File: src/rtl/xor_rr_scheduler.sv
// Round-robin scheduler sharing one registered XOR unit between NREQ requesters.
// Optional XOR_RR_SCHED_PARITY_EN adds rsp_parity, the registered reduction XOR of rsp_data.
module xor_rr_scheduler #(
  parameter int  NREQ  = 4,
  parameter int  WIDTH = 8,
  localparam int IDW   = $clog2(NREQ)
) (
  input  logic                  clk,
  input  logic                  rst_n,
  input  logic [NREQ-1:0]       req_valid,
  output logic [NREQ-1:0]       req_ready,
  input  logic [NREQ*WIDTH-1:0] req_a,
  input  logic [NREQ*WIDTH-1:0] req_b,
  output logic                  rsp_valid,
  input  logic                  rsp_ready,
  output logic [WIDTH-1:0]      rsp_data,
  output logic [IDW-1:0]        rsp_id,
`ifdef XOR_RR_SCHED_PARITY_EN
  output logic                  rsp_parity,
`endif
  output logic [15:0]           done_cnt
);

  typedef enum logic {IDLE, RESP} state_t;

  state_t           state, state_nxt;
  logic [IDW-1:0]   rr_ptr;
  logic [IDW-1:0]   winner;
  logic [IDW-1:0]   cand;
  logic             found;
  logic             grant;
  logic             rsp_fire;
  logic [WIDTH-1:0] sel_a, sel_b;
  logic [WIDTH-1:0] xor_p0;

  // Rotating priority: the search starts just after the last winner.
  always_comb begin
    found  = 1'b0;
    winner = rr_ptr;
    cand   = rr_ptr;
    for (int k = 1; k <= NREQ; k++) begin
      cand = IDW'((int'(rr_ptr) + k) % NREQ);
      if (!found && req_valid[cand]) begin
        found  = 1'b1;
        winner = cand;
      end
    end
  end

  always_comb begin
    sel_a = '0;
    sel_b = '0;
    for (int i = 0; i < NREQ; i++) begin
      if (winner == IDW'(i)) begin
        sel_a = req_a[i*WIDTH +: WIDTH];
        sel_b = req_b[i*WIDTH +: WIDTH];
      end
    end
  end

  assign xor_p0   = sel_a ^ sel_b;
  assign grant    = |(req_valid & req_ready);
  assign rsp_fire = (state == RESP) && rsp_valid && rsp_ready;

  always_ff @(posedge clk or negedge rst_n) begin
    if (!rst_n) state <= IDLE;
    else        state <= state_nxt;
  end

  always_comb begin
    state_nxt = state;
    case (state)
      IDLE:    if (grant)    state_nxt = RESP;
      RESP:    if (rsp_fire) state_nxt = IDLE;
      default: state_nxt = IDLE;
    endcase
  end

  // Held low during reset so no requester sees an accept while the block is down.
  always_comb begin
    req_ready = '0;
    if (rst_n && (state == IDLE) && found) req_ready[winner] = 1'b1;
  end

  // Stage boundary: operands of the accepted request become the registered response.
  always_ff @(posedge clk or negedge rst_n) begin
    if (!rst_n) begin
      rsp_valid <= 1'b0;
      rsp_data  <= '0;
      rsp_id    <= '0;
      rr_ptr    <= IDW'(NREQ - 1);
      done_cnt  <= '0;
`ifdef XOR_RR_SCHED_PARITY_EN
      rsp_parity <= 1'b0;
`endif
    end else begin
      if (grant) begin
        rsp_valid <= 1'b1;
        rsp_data  <= xor_p0;
        rsp_id    <= winner;
        rr_ptr    <= winner;
`ifdef XOR_RR_SCHED_PARITY_EN
        rsp_parity <= ^xor_p0;
`endif
      end else if (rsp_fire) begin
        rsp_valid <= 1'b0;
        done_cnt  <= done_cnt + 16'd1;
      end
    end
  end

endmodule

File: config.mk
export PLATFORM = sky130hd
export DESIGN_NAME = xor_rr_scheduler
export DESIGN_NICKNAME = d
export VERILOG_FILES = /design/src/rtl/xor_rr_scheduler.sv
export SDC_FILE = /design/constraint.sdc
export NUM_CORES = 1
export LEC_CHECK = 0
export ABC_AREA = 1
export BUFFER_PORTS_ARGS = -buffer_cell sky130_fd_sc_hd__buf_4
export CORE_MARGIN = 1
export CORE_UTILIZATION = 30
export DETAILED_ROUTE_END_ITERATION = 10
export PLACE_DENSITY_LB_ADDON = 0.08
export SLEW_MARGIN = 0
export SYNTH_ARGS = -nofsm -noshare
export SYNTH_HDL_FRONTEND = slang
export SYNTH_SLANG_ARGS = --single-unit
export TNS_END_PERCENT = 10
File: constraint.sdc
create_clock -name clk -period 3.9 [get_ports clk]
set_input_delay 0.585 -clock clk [delete_from_list [all_inputs] [get_ports clk]]
set_output_delay 0.585 -clock clk [all_outputs]
set_load 0.03 [all_outputs]
## Yosys cells after proc, flatten, opt, wreduce, memory -nomap -nowiden

Cells that the tools add are included.
Widths: inputs -> output; s select.

| cells by class | value |
|---|---|
| bitwise operators | 4 |
| $mul | 0 |
| order comparisons | 6 |
| divide/modulo/power cells | 0 |
| add/sub/neg operators | 5 |
| equality and inequality tests | 3 |
| shift operators | 0 |
| muxes and demuxes | 32 |
| reduce and logical (&&, ||, !) cells | 15 |

Operator list:

| cell | number |
|---|---|
| $mux 8 | 8 |
| $add 16x1->16 const B | 1 |
| $lt 2x3->1 const B | 5 |
| $mux 1 | 13 |
| $bmux 1 s2 | 4 |
| $logic_and 1x1->1 | 8 |
| $mux 2 | 4 |
| $xor 8x8->8 | 1 |
| $add 2x1->2 const B | 2 |
| $add 2x2->2 const B | 2 |
| $and 4x4->4 | 1 |
| $eq 2x2->1 const B | 2 |
| $mux 4 | 1 |
| $reduce_or 4->1 | 1 |
| $logic_not 1->1 | 3 |
| $demux 1 s2 | 1 |
| $eq 2x1->1 const B | 1 |
| $ge 2x1->1 const B | 1 |
| $logic_not 2->1 | 1 |
| $not 1->1 | 2 |
| $pmux 1 s2 | 1 |
| $reduce_and 2->1 | 1 |
| $reduce_bool 2->1 | 1 |

| storage, ports and cells | value |
|---|---|
| output and inout bits | 31 |
| bits in read-only memories | 0 |
| memory bits (writable) | 0 |
| bits in registers | 30 |
| word-level logic and storage cells | 71 |
| input bits | 71 |
| latch bits | 0 |
| memories kept | 0 |

## Longest topological paths before layout

Gate-level depths: netlist of run 1.

| logic depth | value |
|---|---|
| depth in word-level cells | 22 |
| depth in mapped cells | 19 |
| depth with buffers taken out | 17 |

## Least setup slack after synthesis of run 1

OpenSTA, ideal clock, no wires.

| path | value |
|---|---|
| path kind | register to output |
| from | register rr_ptr[0] |
| to | output port req_ready[0] |
| cell stages (with the launch flop) | 14 |
| path buffers | 3 |
| setup slack | 1090 ps |
| data arrival time | 2225 ps |
| path through | dfstp_2 > buf_4 > inv_4 > nand2_1 > nand2_2 > nand2_2 > nand2_4 > inv_2 > nand3_2 > nand2_1 > nand2_2 > buf_6 > buf_6 > nor3_1 |

| between the ends | value |
|---|---|
| word-level cells in the longest chain between the ends | 18 |

Ends and longest elaborated chain:

| element | RTL line | RTL |
|---|---|---|
| start: declaration | 27 | `logic [IDW-1:0] rr_ptr;` |
| start signal: assignment | 91 | `rr_ptr <= IDW'(NREQ - 1);` |
| start signal: assignment | 101 | `rr_ptr <= winner;` |
| $add 2x1->2 | 42 | `cand = IDW'((int'(rr_ptr) + k) % NREQ);` |
| $bmux 1 s2 | 43 | `if (!found && req_valid[cand]) begin` |
| $mux 1 (not written as such) | 43 |  |
| $mux 1 | 43 |  |
| $logic_not 1->1 | 43 |  |
| $logic_and 1x1->1 | 43 |  |
| $mux 1 | 43 |  |
| $logic_not 1->1 | 43 |  |
| [... 2 more ...] | - |  |
| $logic_not 1->1 | 43 |  |
| $logic_and 1x1->1 | 43 |  |
| $mux 2 | 43 |  |
| $lt 2x3->1 (not written as such) / $ge 2x1->1 (equally long branches) | 82 | `if (rst_n && (state == IDLE) && found) req_ready[winner] = 1'b1;` |
| $logic_and 1x1->1 (not written as such) | 82 |  |
| $mux 1 (not written as such) | 82 |  |
| $demux 1 s2 | 82 |  |
| $mux 4 * | 82 |  |
| end: declaration | 11 | `output logic [NREQ-1:0] req_ready,` |

Mark *: on every way between the ends. The rest lies on a longest branch, timed or not. The select of a mux whose other input is x is not followed.

## Final worst setup path of run 1

| path | value |
|---|---|
| from | register rr_ptr[0] |
| to | output port req_ready[3] |

Same word-level chain as after synthesis.

==> run summary, run 1 <==
CTS Buf Count: 5
Total grt overflow: 0
DRT Pass-1 Iters: 5
Clk_lat worst skew: 0.27 ns
Final net count: 527
Finished Cell Area: 3260 um^2
TritonCTS clock tree: done
Worst Max-Slew Pin Slew: 0.590 ns
Finished Core Util: 42.4%
Post-CTS Setup Repair Bufs: 0
Top-count cell post-synth: nand2_1
Netlist Area Pre-Place: 2370 um^2
Area of the multi-input gates: 1350 um^2
PnR worst setup slack: 0.582 ns
Clk root buf: clkbuf_8
Synth top area share: 29.6%
Final Skew: 0.00649 ns
Reg2reg end: rsp_data[0]
Flop2flop setup slack: 1.02 ns
Data required time at the worst endpoint: 3.31 ns
Clock sinks: 30
Async S/R FF share, synth: 100%
Reg2Reg Depth: 15
Synth top cells by count: nand2_1 (126), inv_1 (41), nand3_1 (40)
Crit path time final: 3.32 ns
Synth area leaders: dfrtp_1 (30%), nand2_1 (20%), nand3_1 (8.5%)
Synth area leader: dfrtp_1
N_diodes: 0
CTS Hold Bufs: 0
End point of the critical path: req_ready[3]
R2r startpoint: rr_ptr[0]
Gate count after technology mapping: 360
Vias in the first global route: 2375
XOR/XNOR Fraction of Synth Area: 5.55%
Area Growth Syn to Fin: 37.7%
Max cap viols: 0
RD Place Congestion: 0.752
CTS Buffer Depth: 2
Total I/O pin count: 102
Rows: 32
Hold Vio Cnt, Final: 0
Critical path type: flop to output port
Vias per std cell: 4.55
CORE AREA: 7690 um^2
Sequential element share of the synthesized area: 31.8%
Post-synthesis mux area share: 0%
Die H: 90.8 um
Resized cells post-CTS: 0
First-iteration detailed-routing DRC count: 66
Post-synthesis simple-gate area fraction: 45.7%
Avg Cell Area, Syn: 6.58 um^2
WL/cell: 12.0 um
RSZ-0062 raised after global routing: no
Synth Register Bits: 30
Via count: 2537
Critical Path AT: 2.73 ns
Die span in x: 90.8 um
Status: finished, final reports clean
Post-Syn Nets: 432
Synth warn: 0
CP endpoint kind: output port
Register area: 753 um^2
Largest family of logic cells by synthesized area: simple AND/OR/NAND/NOR gates
Dpl ws: 0.851 ns
Crit-path max FO: 25
PD cells: 1010 nW/um^2
Max Freq: 301 MHz
Static leakage: 1.84 nW
Worst-path clk slew: 0.07 ns
Layout fillers: 854
Yosys cell types: 32
Critical path origin: rr_ptr[0]
Final setup viols: 0
Antenna violations before repair: 0
First-pass GRT wire length: 10800 um
DP Area: 3170 um^2
Proportion of layout cells with a drive suffix above 1: 29.2%
Setup TNS: 0 ns
Total Wirelength: 6680 um
Largest net degree at the start of global routing: 32
DP HPWL: 5330 um
Startpoint Class: flop
Rel. slew slack: 60.6%
DRC viols: 0
Die area: 8250 um^2
Final period util: 85.1%
Tightest Hold Check Type: input pin to asynchronous set/reset pin
Number of synthesized flops with an enable pin: 0
IO Port Bufs: 101
Final ANT Viol Nets: 0
Worst vdd ir: 0.566 mV
Adder-Cell Fraction of Synth Area: 0.529%
GR Util All Layers: 16.3%
H-Tree Depth: 2
Compound-cell area share of the yosys netlist: 5.13%
Initial Utilization: 30.8%
Total power: 0.00330 W
Fin. max-slew vios: 0
Ys flop type: dfrtp_1
==> layout make-up <==
class	instances	share of cell area (%)
clock inverter	1	0.154
timing repair buffer	102	23.5
clock buffer	7	2.65
inverter	46	5.37
sequential	30	23.1
tap	102	3.92
multi-input combinational	270	41.3
==> logic make-up (layout without fill, tap and decap cells) <==
group,count (synthesis),after routing
flip-flops,30,30
AND/OR/NAND/NOR,232,232
buffers and inverters,60,156
AO/OA/AOI/OAI,22,22
adder cells (fa/ha/maj),1,1
XOR/XNOR,15,15
==> layer usage <==
| metal | vias up | wire, um | track usage [%] |
|---|---|---|---|
| met3 | 4 | 294 | 2.95 |
| li1 | 1335 | - | - |
| met4 | 0 | 53 | 3.04 |
| met2 | 62 | 3320 | 28.0 |
| met5 | - | 0 | 0 |
| met1 | 1136 | 3010 | 21.6 |
==> power breakdown <==
part	internal (W)	switching (W)
Combinational	0.000837	0.00170
Sequential	0.000423	0.0000901
Clock	0.000142	0.000110
Total	0.00140	0.00190
==> flip-flops by register name, indices dropped and copies added (netlist names) <==
name       flops
rsp_valid      1
done_cnt      16
rsp_data       8
rsp_id         2
state          1
rr_ptr         2
==> worst min-delay path by stage <==
stage / to / slack, ns / depth (start not counted)
2_1_floorplan: done_cnt[0] / 0.29 / 0
3_3_place_gp: rsp_data[2] / 0.47 / 2
3_5_place_dp: rsp_data[3] / 0.47 / 2
4_1_cts: done_cnt[4] / 0.24 / 1
5_1_grt: done_cnt[4] / 0.25 / 1
6_report: done_cnt[4] / 0.23 / 1
==> stage by stage <==
step / hold WS, ns / instances
2_1_floorplan: 0.289 / 360
3_3_place_gp: 0.471 / 550
3_5_place_dp: 0.471 / 550
4_1_cts: 0.242 / 558
5_1_grt: 0.253 / 558
6_report: 0.228 / 558
==> critical path, cell delays in order (launching register included) <==
cell     delay (ns)
dfstp_2        0.63
inv_4          0.08
nand2_1        0.07
nand2_2        0.08
nand2_2        0.11
nand2_4        0.08
o21ai_2        0.12
nand3_2        0.33
nand2_4        0.39
nand2_2        0.23
nor2_1         0.15
buf_4          0.17
==> cells in the final DEF (no fill, tap or decap), types with 2 or more instances in the layout <==
master	n
inv_1	41
nand4_1	15
o21ai_0	6
xnor2_1	6
nand3_2	4
nor2_1	16
nand3_1	40
nor3_1	8
nand3b_1	5
buf_4	102
a21oi_1	8
dfstp_2	2
nor3_2	2
nand2_2	6
dfrtp_1	28
nand2_4	2
or2_1	4
clkbuf_8	6
xor2_1	9
o21ai_1	4
o21bai_1	3
inv_2	4
nand2_1	126
Power figures use the tool's default switching activity.
==> run 2, diff against run 1 <==
--- a/config.mk
+++ b/config.mk
@@ -6,10 +6,10 @@
 export NUM_CORES = 1
 export LEC_CHECK = 0
 export ABC_AREA = 1
-export BUFFER_PORTS_ARGS = -buffer_cell sky130_fd_sc_hd__buf_4
 export CORE_MARGIN = 1
 export CORE_UTILIZATION = 30
 export DETAILED_ROUTE_END_ITERATION = 10
+export DONT_BUFFER_PORTS = 1
 export PLACE_DENSITY_LB_ADDON = 0.08
 export SLEW_MARGIN = 0
 export SYNTH_ARGS = -nofsm -noshare
==> run summary, run 2 (synthesis results as in run 1) <==
Status: finished, final reports clean
Crit path time final: 3.52 ns
CP endpoint kind: output port
Fin. max-slew vios: 0
CTS Buf Count: 5
Tightest Hold Check Type: input pin to asynchronous set/reset pin
WL/cell: 14.1 um
Final ANT Viol Nets: 0
DRC viols: 0
Post-route insts no fill: 462
Placed cells: 452
Die area: 8250 um^2
Clk root buf: clkbuf_8
Initial Utilization: 30.8%
Vias in the first global route: 2081
Die H: 90.8 um
Hold Vio Cnt, Final: 0
Worst Max-Slew Pin Slew: 0.621 ns
DP Area: 2430 um^2
Rel. slew slack: 58.4%
Final setup viols: 0
CTS Buffer Depth: 2
Max reg flops: 16
Critical Path AT: 2.93 ns
Largest net degree at the start of global routing: 29
Total Wirelength: 6500 um
Most common cell after layout, fill and taps aside: nand2_1
Finished Cell Area: 2540 um^2
H-Tree Depth: 2
GRT met2 Usage: 26.3%
Vias per std cell: 4.77
TritonCTS clock tree: done
Antenna violations before repair: 1
First-pass GRT wire length: 10300 um
Critical path type: flop to output port
Max Freq: 284 MHz
Proportion of layout cells with a drive suffix above 1: 10.0%
Total I/O pin count: 102
RSZ-0062 raised after global routing: no
RD Place Congestion: 0.804
Clk_lat worst skew: 0.27 ns
Commonest cells after routing, fill and taps aside: nand2_1 (126), inv_1 (41), nand3_1 (40), dfrtp_1 (28), nor2_1 (16)
CORE AREA: 7690 um^2
Worst-path clk slew: 0.06 ns
CTS Hold Bufs: 1
Crit-path max FO: 25
Setup TNS: 0 ns
Final Skew: 0.00603 ns
Final net count: 430
DRT Pass-1 Iters: 4
Startpoint Class: flop
Post-CTS Setup Repair Bufs: 0
Data required time at the worst endpoint: 3.31 ns
Clock sinks: 30
First-iteration detailed-routing DRC count: 80
Via count: 2205
Minimum hold slack: 0.128 ns
Resized cells post-CTS: 0
Total grt overflow: 0
Layout fillers: 881
Most Crowded Layer GR: met2
Area Growth Syn to Fin: 7.19%
DP HPWL: 5050 um
Regs by FF count: done_cnt x16, rsp_data x8
GR Util All Layers: 15.9%
Met3 Usage GRT: 5.13%
Most flop-heavy register: done_cnt
Max cap viols: 0
Final period util: 90.1%
IO Port Bufs: 0
Die span in x: 90.8 um
Grt met1 use: 20.6%
Rows: 32
run 2: changes by cell type in the layout (fill, tap and decap cells not counted):
cell / delta
clkbuf_8: -1
buf_12: +1
buf_4: -98
clkinv_2: +1
diode_2: +1
run 2: final timing paths:
check / start / end / slack, ns / cells after the start
worst min register to register: state / state / 0.57 / 2
worst min-delay path: rst_n / rsp_data[5] / 0.13 / 1
worst max register to register: rr_ptr[0] / rsp_data[0] / 1.04 / 15
min in group clk: rsp_ready / done_cnt[0] / 0.54 / 2
worst max-delay path: rr_ptr[0] / req_ready[3] / 0.38 / 10
max in group asynchronous: rst_n / rsp_data[3] / 3.62 / 1
run 2: critical path, cell delays in order (launching register included):
cell and delay, ns:
dfstp_2 0.63, inv_4 0.08, nand2_1 0.07, nand2_2 0.08
nand2_2 0.11, nand2_4 0.08, o21ai_2 0.12, nand3_2 0.35
nand2_4 0.40, nand2_2 0.24, nor2_1 0.48
run 2: cell type report:
type / instances / area (um^2) / area share (%)
well taps: 102 / 128 / 5.03
diodes: 1 / 2.50 / 0.0986
multi-input cells: 270 / 1350 / 53.1
repair buffers: 5 / 50.0 / 1.97
clock buffers: 6 / 72.6 / 2.86
clock inverters: 2 / 10.0 / 0.394
inverters: 46 / 175 / 6.90
flip-flops and latches: 30 / 753 / 29.7
run 2: per-stage QoR:
stage	setup WS, ns	utilization, %
3_3_place_gp	0.689	31.6
5_1_grt	0.155	33.0
3_5_place_dp	0.685	31.6
2_1_floorplan	1.09	-
6_report	0.385	33.0
4_1_cts	0.362	33.0
run 2: layer usage:
layer  vias to the layer above  wire [um]
met2                        62       3110
met4                         0         31
met3                         4        533
met5                         -          0
li1                       1136          -
met1                      1003       2830
Power of run 2 is not shown: default switching activity piles up to over one toggle a cycle in this logic, so the estimate is an artifact.
==> run 3, diff against run 2 <==
--- a/config.mk
+++ b/config.mk
@@ -10,7 +10,7 @@
 export CORE_UTILIZATION = 30
 export DETAILED_ROUTE_END_ITERATION = 10
 export DONT_BUFFER_PORTS = 1
-export PLACE_DENSITY_LB_ADDON = 0.08
+export PLACE_DENSITY_LB_ADDON = 0.3
 export SLEW_MARGIN = 0
 export SYNTH_ARGS = -nofsm -noshare
 export SYNTH_HDL_FRONTEND = slang
==> run summary, run 3 (synthesis results as in run 1) <==
Worst-path clk slew: 0.07 ns
WL/cell: 14.1 um
H-Tree Depth: 2
Final net count: 430
CORE AREA: 7690 um^2
Post-CTS Setup Repair Bufs: 0
IO Port Bufs: 0
Die H: 90.8 um
Area Growth Syn to Fin: 8.19%
Proportion of layout cells with a drive suffix above 1: 10.3%
Fin. max-slew vios: 0
Commonest cells after routing, fill and taps aside: nand2_1 (126), inv_1 (41), nand3_1 (40), dfrtp_1 (28), nor2_1 (16)
Register area: 753 um^2
Die area: 8250 um^2
Critical Path AT: 2.92 ns
Hold Vio Cnt, Final: 0
Final period util: 89.7%
Tightest Hold Check Type: input pin to asynchronous set/reset pin
Worst Max-Slew Pin Slew: 0.619 ns
First-pass GRT wire length: 10900 um
RD Place Congestion: 0.821
Max reg flops: 16
Area of the multi-input gates: 1350 um^2
Clk root buf: clkbuf_8
Flop2flop setup slack: 1.01 ns
Finished Cell Area: 2560 um^2
Rel. slew slack: 58.6%
DP Area: 2430 um^2
Finished Core Util: 33.3%
N_diodes: 0
Largest net degree at the start of global routing: 29
Rows: 32
Vias per std cell: 4.91
RSZ-0062 raised after global routing: no
Layout fillers: 866
GR Util All Layers: 16.3%
Max cap viols: 0
Die span in x: 90.8 um
Most flop-heavy register: done_cnt
Data required time at the worst endpoint: 3.31 ns
CTS Buf Count: 5
Final ANT Viol Nets: 0
CTS Buffer Depth: 2
Via count: 2262
Regs by FF count: done_cnt x16, rsp_data x8
Most common cell after layout, fill and taps aside: nand2_1
Crit-path max FO: 25
Vias in the first global route: 2202
Antenna violations before repair: 0
Total Wirelength: 6500 um
Startpoint Class: flop
CTS Hold Bufs: 1
Final setup viols: 0
Status: finished, final reports clean
Clock sinks: 30
DRC viols: 0
Crit path time final: 3.50 ns
DP HPWL: 4980 um
Resized cells post-CTS: 0
CP endpoint kind: output port
Setup TNS: 0 ns
Clk_lat worst skew: 0.27 ns
Initial Utilization: 30.8%
Critical path type: flop to output port
Total I/O pin count: 102
Minimum hold slack: 0.126 ns
DRT Pass-1 Iters: 4
First-iteration detailed-routing DRC count: 101
Total grt overflow: 0
TritonCTS clock tree: done
Final Skew: 0.00274 ns
Max Freq: 286 MHz
## run 3: final cells by class
class / instances / share of cell area [%]
Clock inverter: 3 / 1.56
Tap cell: 102 / 4.98
Clock buffer: 5 / 2.69
Multi-Input combinational cell: 270 / 52.6
Inverter: 46 / 6.84
Timing Repair Buffer: 5 / 1.95
Sequential cell: 30 / 29.4
## run 3: critical path: stages, from the launching register on
cell	delay, ns
dfstp_2	0.63
inv_4	0.08
nand2_1	0.06
nand2_1	0.09
nand2_2	0.11
nand2_4	0.08
o21ai_2	0.12
nand3_2	0.34
nand2_4	0.40
nand2_2	0.24
nor2_1	0.48
## run 3: final timing paths
kind,startpoint,endpoint,depth (start not counted)
max in group asynchronous,rst_n,rsp_data[7],1
min in group clk,rsp_ready,done_cnt[0],2
worst min-delay path,rst_n,done_cnt[8],1
worst min register to register,state,state,2
worst max-delay path,rr_ptr[0],req_ready[3],10
worst max register to register,rr_ptr[0],rsp_data[6],15
## run 3: through the flow
step | setup slack, ns | instances
after floorplan | 1.09 | 360
after global placement | 0.749 | 452
after detailed placement | 0.707 | 452
after CTS | 0.400 | 461
after global routing | 0.112 | 461
final | 0.400 | 461
## run 3: metal layers
layer / global-route usage [%] / routed length (um) / vias to the layer above
met4: 5.42 / 108 / 0
li1: - / - / 1139
met3: 4.63 / 514 / 10
met1: 22.7 / 2960 / 1023
met2: 24.3 / 2920 / 90
met5: 0 / 0 / -
Power of run 3 is left out for the same reason.
